**config.mk**
```make
export PLATFORM = sky130hd
export DESIGN_NAME = status_reg
export DESIGN_NICKNAME = d
export VERILOG_FILES = /design/src/rtl/status_reg.sv
export SDC_FILE = /design/constraint.sdc
export NUM_CORES = 1
export LEC_CHECK = 0
export CORE_AREA = 2 2 45 47
export CTS_BUF_LIST = sky130_fd_sc_hd__clkbuf_4 sky130_fd_sc_hd__clkbuf_8 sky130_fd_sc_hd__clkbuf_16
export CTS_CLUSTER_DIAMETER = 100
export DETAILED_ROUTE_END_ITERATION = 10
export DIE_AREA = 0 0 47 49
export GPL_TIMING_DRIVEN = 1
export PLACE_DENSITY_LB_ADDON = 0.05
export REMOVE_ABC_BUFFERS = 1
export SLEW_MARGIN = 20
export SYNTH_ARGS = -nofsm -noshare
export SYNTH_HDL_FRONTEND = slang
export SYNTH_SLANG_ARGS = --single-unit
```
**constraint.sdc**
```tcl
create_clock -name clk -period 1.84 [get_ports clk]
set_clock_uncertainty 0.05 [all_clocks]
set_input_delay 0.184 -clock clk [delete_from_list [all_inputs] [get_ports clk]]
set_output_delay 0.184 -clock clk [all_outputs]
set_load 0.02 [all_outputs]
```
**src/rtl/status_reg.sv**
```systemverilog
// Processor status register: six stored flags, explicit flag instructions,
// ALU flag loads, stack pull/push images and a registered branch decision.
module status_reg (
  input  logic       clk,
  input  logic       rst,
  input  logic       alu_n,
  input  logic       alu_v,
  input  logic       alu_z,
  input  logic       alu_c,
  input  logic       upd_nz,
  input  logic       upd_v,
  input  logic       upd_c,
  input  logic [2:0] flag_op,
  input  logic       pull_en,
  input  logic [7:0] pull_data,
  input  logic       irq_entry,
  input  logic       push_brk,
  output logic [7:0] push_data,
  input  logic       branch_eval,
  input  logic [2:0] cond,
  output logic       branch_taken,
  output logic [7:0] p,
  output logic       carry,
  output logic       decimal
);

  typedef enum logic [2:0] {
    OP_NOP = 3'b000,
    OP_CLC = 3'b001,
    OP_SEC = 3'b010,
    OP_CLI = 3'b011,
    OP_SEI = 3'b100,
    OP_CLD = 3'b101,
    OP_SED = 3'b110,
    OP_CLV = 3'b111
  } flag_op_t;

  typedef enum logic [2:0] {
    BR_PL = 3'b000,
    BR_MI = 3'b001,
    BR_VC = 3'b010,
    BR_VS = 3'b011,
    BR_CC = 3'b100,
    BR_CS = 3'b101,
    BR_NE = 3'b110,
    BR_EQ = 3'b111
  } cond_t;

  logic flag_n, flag_v, flag_d, flag_i, flag_z, flag_c;
  logic next_n, next_v, next_d, next_i, next_z, next_c;
  logic cond_met;

  flag_op_t op;
  cond_t    br;

  // Bits 5 and 4 of a pulled byte have no storage behind them.
  logic unused_pull_bits;
  assign unused_pull_bits = ^pull_data[5:4];

  assign op = flag_op_t'(flag_op);
  assign br = cond_t'(cond);

  // A pull replaces everything; otherwise ALU loads apply first so that an
  // explicit flag instruction, and then interrupt entry, can override them.
  always_comb begin
    next_n = flag_n;
    next_v = flag_v;
    next_d = flag_d;
    next_i = flag_i;
    next_z = flag_z;
    next_c = flag_c;
    if (pull_en) begin
      next_n = pull_data[7];
      next_v = pull_data[6];
      next_d = pull_data[3];
      next_i = pull_data[2];
      next_z = pull_data[1];
      next_c = pull_data[0];
    end else begin
      if (upd_nz) begin
        next_n = alu_n;
        next_z = alu_z;
      end
      if (upd_v) begin
        next_v = alu_v;
      end
      if (upd_c) begin
        next_c = alu_c;
      end
      case (op)
        OP_NOP: ;
        OP_CLC: next_c = 1'b0;
        OP_SEC: next_c = 1'b1;
        OP_CLI: next_i = 1'b0;
        OP_SEI: next_i = 1'b1;
        OP_CLD: next_d = 1'b0;
        OP_SED: next_d = 1'b1;
        OP_CLV: next_v = 1'b0;
      endcase
      if (irq_entry) begin
        next_i = 1'b1;
      end
    end
  end

  // Branch condition is judged on the flags as they stand before this edge.
  always_comb begin
    cond_met = 1'b0;
    case (br)
      BR_PL: cond_met = ~flag_n;
      BR_MI: cond_met = flag_n;
      BR_VC: cond_met = ~flag_v;
      BR_VS: cond_met = flag_v;
      BR_CC: cond_met = ~flag_c;
      BR_CS: cond_met = flag_c;
      BR_NE: cond_met = ~flag_z;
      BR_EQ: cond_met = flag_z;
    endcase
  end

  always_ff @(posedge clk or posedge rst) begin
    if (rst) begin
      flag_n <= 1'b0;
      flag_v <= 1'b0;
      flag_d <= 1'b0;
      flag_i <= 1'b1;
      flag_z <= 1'b0;
      flag_c <= 1'b0;
    end else begin
      flag_n <= next_n;
      flag_v <= next_v;
      flag_d <= next_d;
      flag_i <= next_i;
      flag_z <= next_z;
      flag_c <= next_c;
    end
  end

  always_ff @(posedge clk or posedge rst) begin
    if (rst) begin
      branch_taken <= 1'b0;
    end else if (branch_eval) begin
      branch_taken <= cond_met;
    end
  end

  assign p         = {flag_n, flag_v, 2'b11, flag_d, flag_i, flag_z, flag_c};
  assign push_data = {flag_n, flag_v, 1'b1, push_brk, flag_d, flag_i, flag_z, flag_c};
  assign carry     = flag_c;
  assign decimal   = flag_d;

endmodule

```
; After elaboration in Yosys (flattened, before gate mapping)
; Cells that the tools add are included.
[totals]
wordCells = 47
in_bits = 27
out_inout_bits = 19
register_bits = 7
[classes]
reduce_logical = 6
bitwise_logic = 4
eq_ne = 14
n_mux = 16
[ops]
columns = operator, count
row1 = $eq A3 B3 Y1 const B, 8
row2 = $eq A3 B2 Y1 const B, 4
row3 = $mux W1, 12
row4 = $pmux W1 S8, 1
row5 = $reduce_bool A4 Y1, 2
row6 = $eq A3 B1 Y1 const B, 2
row7 = $pmux W1 S2, 3
row8 = $reduce_bool A3 Y1, 2
row9 = $not A1 Y1, 4
row10 = $logic_not A3 Y1, 1
row11 = $reduce_bool A2 Y1, 1

; Depth between registers and ports, before layout
; Gate-level depths: netlist (run 1).
[logic_depth]
depth_word = 4
mapped_depth = 3
ltp_nobuf = 3

; Least setup slack after synthesis (run 1)
; No wires, ideal clock.
[synth_path]
kind = register to register
startpoint = register flag_c, in the netlist carry
endpoint = register branch_taken
arrival_time_ps = 1323
path_slack_ps = 342
path_stages_with_launch = 4
setup_ps = 125
path_buffers = 0
t_required_ps = 1665
period_less_slack_ps = 1498
path_cell_list = dfrtp_1 > mux4_2 > xnor2_1 > mux2_2
[synth_via]
elab_chain_len = 2
[synth_rtl]
columns = item, line
row1 = "start, declared", 49  ; logic flag_n, flag_v, flag_d, flag_i, flag_z, flag_c;
row2 = "start signal, assigned", 135  ; flag_c <= next_c;
row3 = $not A1 Y1, 114  ; BR_CC: cond_met = ~flag_c;
row4 = $pmux W1 S8 (*), 109  ; case (br)
row5 = "end signal, assigned", 143  ; branch_taken <= cond_met;
row6 = "end, declared", 21  ; output logic branch_taken,
; Mark *: on every way between the ends. The rest lies on a longest branch, timed or not.
; A chain may end at the register's enable or synchronous reset.

; Worst setup path in the final report (run 1)
[layout_path]
startpoint = register flag_i
endpoint = output push_data[2]
[layout_lines]
columns = item, line
row1 = "start, declared", 49
row2 = "start signal, assigned", 133  ; flag_i <= next_i;
row3 = "end, declared", 18  ; output logic [7:0] push_data,
; No word-level cell between the ends.

==> run summary, run 1 <==
Via/cell ratio: 4.09
Via count: 450
Core area: 1840 um^2
CTS H-tree lvls: 1
Routed len/inst: 10.2 um
Chip height: 49 um
#FFs+latches synth: 7
Commonest non-fill, non-tap cell in the layout: clkdlybuf4s50_1
Top cell type's share of synthesized area: 0.292
Achievable Freq: 609 MHz
Worst Slack Setup Final: 197 ps
GRT Overall Usage: 0.113
Dpl cell area: 812 um^2
Ratio of cells with drive above 1 in the final layout: 0.0843
Static Leak: 0.353 nW
Clock sink count: 7
Starting Density: 0.279
Final period util: 0.893
Reg2Reg Setup Slack: 390 ps
Fin nets: 111
Post-DRT Antenna Nets: 0
CP endpoint kind: primary output
Crit path time final: 1640 ps
Synth cell types: 22
Sw Share: 0.299
Area occupied by multi-input gates: 214 um^2
Max clock buf depth: 2
Clock root cell: clkbuf_4
Ant diodes: 0
Ys Warns: 0
Req. time, crit path: 1610 ps
Clock latency on the worst-skew pair: 250 ps
Hold Crit Class: in -> async
Most frequent cells in the layout: 38 x clkdlybuf4s50_1, 6 x dfrtp_1
Number of port buffers: 38
Data arrival, critical path: 1410 ps
Drt pass-1 iters: 4
Crit path cell chain: clkdlybuf4s50_1
Instance count on the critical path: 1
Total Die Area: 2300 um^2
Seq. cell area: 176 um^2
Setup CP Type: reg -> out
Setup Buffers After CTS: 0
CTS tree: done
Fin cells: 110
Yosys top cell by area: dfrtp_1
Drt initial violations: 1
Post-DP HPWL: 891 um
Die Width: 47 um
Top post-synthesis cells by area: dfrtp_1 29%, buf_4 23%, mux2i_1 7.8%, dfstp_2 5.1%, mux4_2 4.4%
Worst r2r src: carry$_DFFE_PP0P_
CP delay by family, top: buffers and inverters
Initial antenna violation count: 0
RSZ-0062 raised after global routing: false
Status: finished clean
Logic pwr share: 0.391
Worst VDD drop: 259 uV
Power Internal: 399 uW
Sw power: 170 uW
First-pass GRT wire length: 1.79 mm
Clk pwr share: 0.277
WL final: 1.12 mm
R2R depth: 3
Setup TNS: 0 ps
Final instance area: 842 um^2
CP max stage cell: clkdlybuf4s50_1
IO Pins: 46
Crit path launch: flag_i$_DFFE_PP1P_
CP max FO: 4
Vias in the first global route: 379
Resized cells post-CTS: 0
Worst Setup Start Kind: flip-flop
Fin. Hold Viols: 0
CP Buf/Inv Count: 1
Mapped Area: 514 um^2
DRC viols: 0
Fill cells: 194
Largest net degree at the start of global routing: 13
Critical path destination: push_data[2]
CTS Hold Buffers Added: 0
Post-Synthesis Cells: 56
Clk pin slew, worst setup/hold paths: 60 ps
WHS: 114 ps
Final global-route overflow total: 0
Worst slack at placement: 109 ps
Slowest Stage Delay on Critical Path: 600 ps
Avg Inst Size Synth: 9.18 um^2
Row count: 16
Inst Count DP: 106
Num CTS Buffers: 3
R2R Path End: branch_taken$_DFFE_PP0P_
Slew Viols, Final: 0
Area grow syn2layout: 63.7%
Power per cell area: 676 nW/um^2
Sequential area share after synthesis: 0.343
Max-cap viol count: 0
Final Setup Violations: 0
Seq pwr share: 0.332
RD Place Congestion: 0.587
[synth_stat cells]
cell,instances
nand2b_1,1
o31ai_1,1
a21oi_1,4
dfstp_2,1
mux2i_1,4
dfrtp_1,6
conb_1,1
mux4_2,1
a311oi_1,1
inv_1,2
o22ai_1,1
nor2b_1,1
a21boi_0,1
xnor2_1,1
o21ai_0,3
mux2_2,1
buf_4,16
a22o_1,1
nor2_1,3
clkbuf_1,1
a21o_1,1
nand2_1,4
[cells by family after synthesis]
family,share of synthesized area
AOI/OAI and AO/OA,0.158
xor gates and xnor gates,0.0170
buffers and inverters,0.255
DFF,0.343
muxes,0.144
other,0.00729
and+or+nand+nor,0.0754
[power by group through the flow]
stage          registers (mW)  logic [mW]  clock network, mW
2_1_floorplan           0.234      0.0483                  0
3_3_place_gp            0.192       0.224                  0
3_5_place_dp            0.192       0.224                  0
4_1_cts                 0.190       0.225              0.164
5_1_grt                 0.192       0.238              0.181
6_report                0.189       0.222              0.158
[per-layer routing]
metal  GRT usage  vias up  wire, um
met3      0.0519        0       125
met5           0        -         0
li1            -      228         -
met4      0.0694        0         0
met1       0.143      197       487
met2       0.151       25       511
[area by class of cell]
cell class | instances | share of cell area
sequential | 7 | 0.210
tap | 27 | 0.0401
inverter | 2 | 0.00892
timing repair buffer | 38 | 0.452
clock buffer | 4 | 0.0357
multi-input combinational | 32 | 0.254
[worst min-delay path by stage]
stage / startpoint / endpoint
6_report: rst / decimal$_DFFE_PP0P_
4_1_cts: rst / decimal$_DFFE_PP0P_
3_3_place_gp: push_brk / push_data[4]
3_5_place_dp: push_brk / push_data[4]
2_1_floorplan: rst / branch_taken$_DFFE_PP0P_
5_1_grt: rst / decimal$_DFFE_PP0P_
[per-stage QoR]
stage,power [mW],util
3_3_place_gp,0.416,0.441
6_report,0.569,0.457
5_1_grt,0.611,0.457
4_1_cts,0.579,0.457
2_1_floorplan,0.283,-
3_5_place_dp,0.416,0.441
[flip-flops by register name (all words and copies together) (netlist names)]
register      count
carry             1
flag_n            1
flag_z            1
branch_taken      1
flag_v            1
decimal           1
flag_i            1
Note: power is estimated with default switching activity, not from simulation.
==> run 2, diff against run 1 <==
- clock period: 1.84 -> 1.55 ns (I/O delays scaled with it)
==> run 2 against run 1 <==
Sequential power up 17%. Die area unchanged. Power up 18%. Final area up 3.0%. First-iteration DRC count rose to 7.0 times the previous value. Clock-buffer cell count is the same. Largest power group unchanged.
==> run summary, run 2 (same netlist as run 1, synthesis figures left out) <==
Status: finished clean
Core area: 1840 um^2
Row count: 16
Via count: 463
Pwr Total: 673 uW
Worst r2r src: flag_z$_DFFE_PP0P_
Chip height: 49 um
Clk pwr share: 0.272
Logic pwr share: 0.400
CTS tree: done
Crit path cell chain: clkdlybuf4s50_1
Seq pwr share: 0.328
Worst Setup Start Kind: flip-flop
IO Pins: 46
Post-DP HPWL: 925 um
Commonest non-fill, non-tap cell in the layout: clkdlybuf4s50_1
First-pass GRT wire length: 1.75 mm
Inst Count DP: 108
Ant diodes: 0
Power Internal: 473 uW
CP endpoint kind: primary output
Final instance area: 867 um^2
Number of port buffers: 38
Final core occ: 0.471
Sw Share: 0.297
Clock sink count: 7
Largest net degree at the start of global routing: 13
CP max FO: 5
Dpl cell area: 827 um^2
CTS H-tree lvls: 1
Most frequent cells in the layout: 31 x clkdlybuf4s50_1, 6 x dfrtp_1, 5 x dlymetal6s2s_1
Initial antenna violation count: 0
CP delay by family, top: buffers and inverters
Fin cells: 112
Drt initial violations: 7
CP Buf/Inv Count: 1
Ratio of cells with drive above 1 in the final layout: 0.106
Power per cell area: 776 nW/um^2
Vias in the first global route: 386
Crit path launch: decimal$_DFFE_PP0P_
WL final: 1.18 mm
RD Place Congestion: 0.651
Crit path time final: 1470 ps
Num CTS Buffers: 3
Static Leak: 0.418 nW
Clk pin slew, worst setup/hold paths: 60 ps
Setup CP Type: reg -> out
Clock latency on the worst-skew pair: 250 ps
Worst Slack Setup Final: 75.6 ps
Hold Crit Class: in -> async
Fin. Hold Viols: 0
CTS Hold Buffers Added: 0
Fin nets: 113
GRT Overall Usage: 0.108
Slew Viols, Final: 0
Final global-route overflow total: 0
Drt pass-1 iters: 5
Max-cap viol count: 0
Req. time, crit path: 1340 ps
Area grow syn2layout: 68.6%
CP max stage cell: clkdlybuf4s50_1
Post-DRT Antenna Nets: 0
Setup TNS: 0 ps
Max clock buf depth: 2
DRC viols: 0
Via/cell ratio: 4.13
Final period util: 0.951
Final Setup Violations: 0
Setup Buffers After CTS: 0
Slowest Stage Delay on Critical Path: 630 ps
Resized cells post-CTS: 2
Worst slack at placement: -161 ps
Starting Density: 0.279
Sw power: 200 uW
Routed len/inst: 10.5 um
WHS: 86.1 ps
Worst VDD drop: 445 uV
Clock root cell: clkbuf_4
Achievable Freq: 678 MHz
Die Width: 47 um
RSZ-0062 raised after global routing: false
Data arrival, critical path: 1270 ps
Total Die Area: 2300 um^2
run 2: area by class of cell:
| cell class | instances | area, um^2 |
|---|---|---|
| Fill cell | 181 | 975 |
| Timing Repair Buffer | 40 | 405 |
| Multi-Input combinational cell | 32 | 214 |
| Sequential cell | 7 | 176 |
| Tap cell | 27 | 33.8 |
| Clock buffer | 4 | 30.0 |
| Inverter | 2 | 7.51 |
run 2: power groups by stage:
| stage | Sequential, mW | Combinational, mW | Clock, mW |
|---|---|---|---|
| after floorplan | 0.278 | 0.0573 | 0 |
| after global placement | 0.225 | 0.277 | 0 |
| after detailed placement | 0.225 | 0.278 | 0 |
| after CTS | 0.221 | 0.276 | 0.193 |
| after global routing | 0.225 | 0.289 | 0.201 |
| final | 0.221 | 0.269 | 0.183 |
run 2: layer usage:
metal / GRT usage / up-vias / part of all wire
met5: 0 / - / 0
met4: 0.0417 / 0 / 0.012
met3: 0.0556 / 2 / 0.11
met2: 0.153 / 27 / 0.45
met1: 0.139 / 204 / 0.43
li1: - / 230 / -
run 2: worst paths after layout:
check	endpoint	slack (ps)	cells after the start
worst max-delay path	p[3]	80	1
worst max register to register	branch_taken$_DFFE_PP0P_	120	3
max in group asynchronous	flag_i$_DFFE_PP1P_	1080	2
worst min-delay path	branch_taken$_DFFE_PP0P_	90	2
worst min register to register	branch_taken$_DFFE_PP0P_	460	1
min in group clk	push_data[4]	260	0
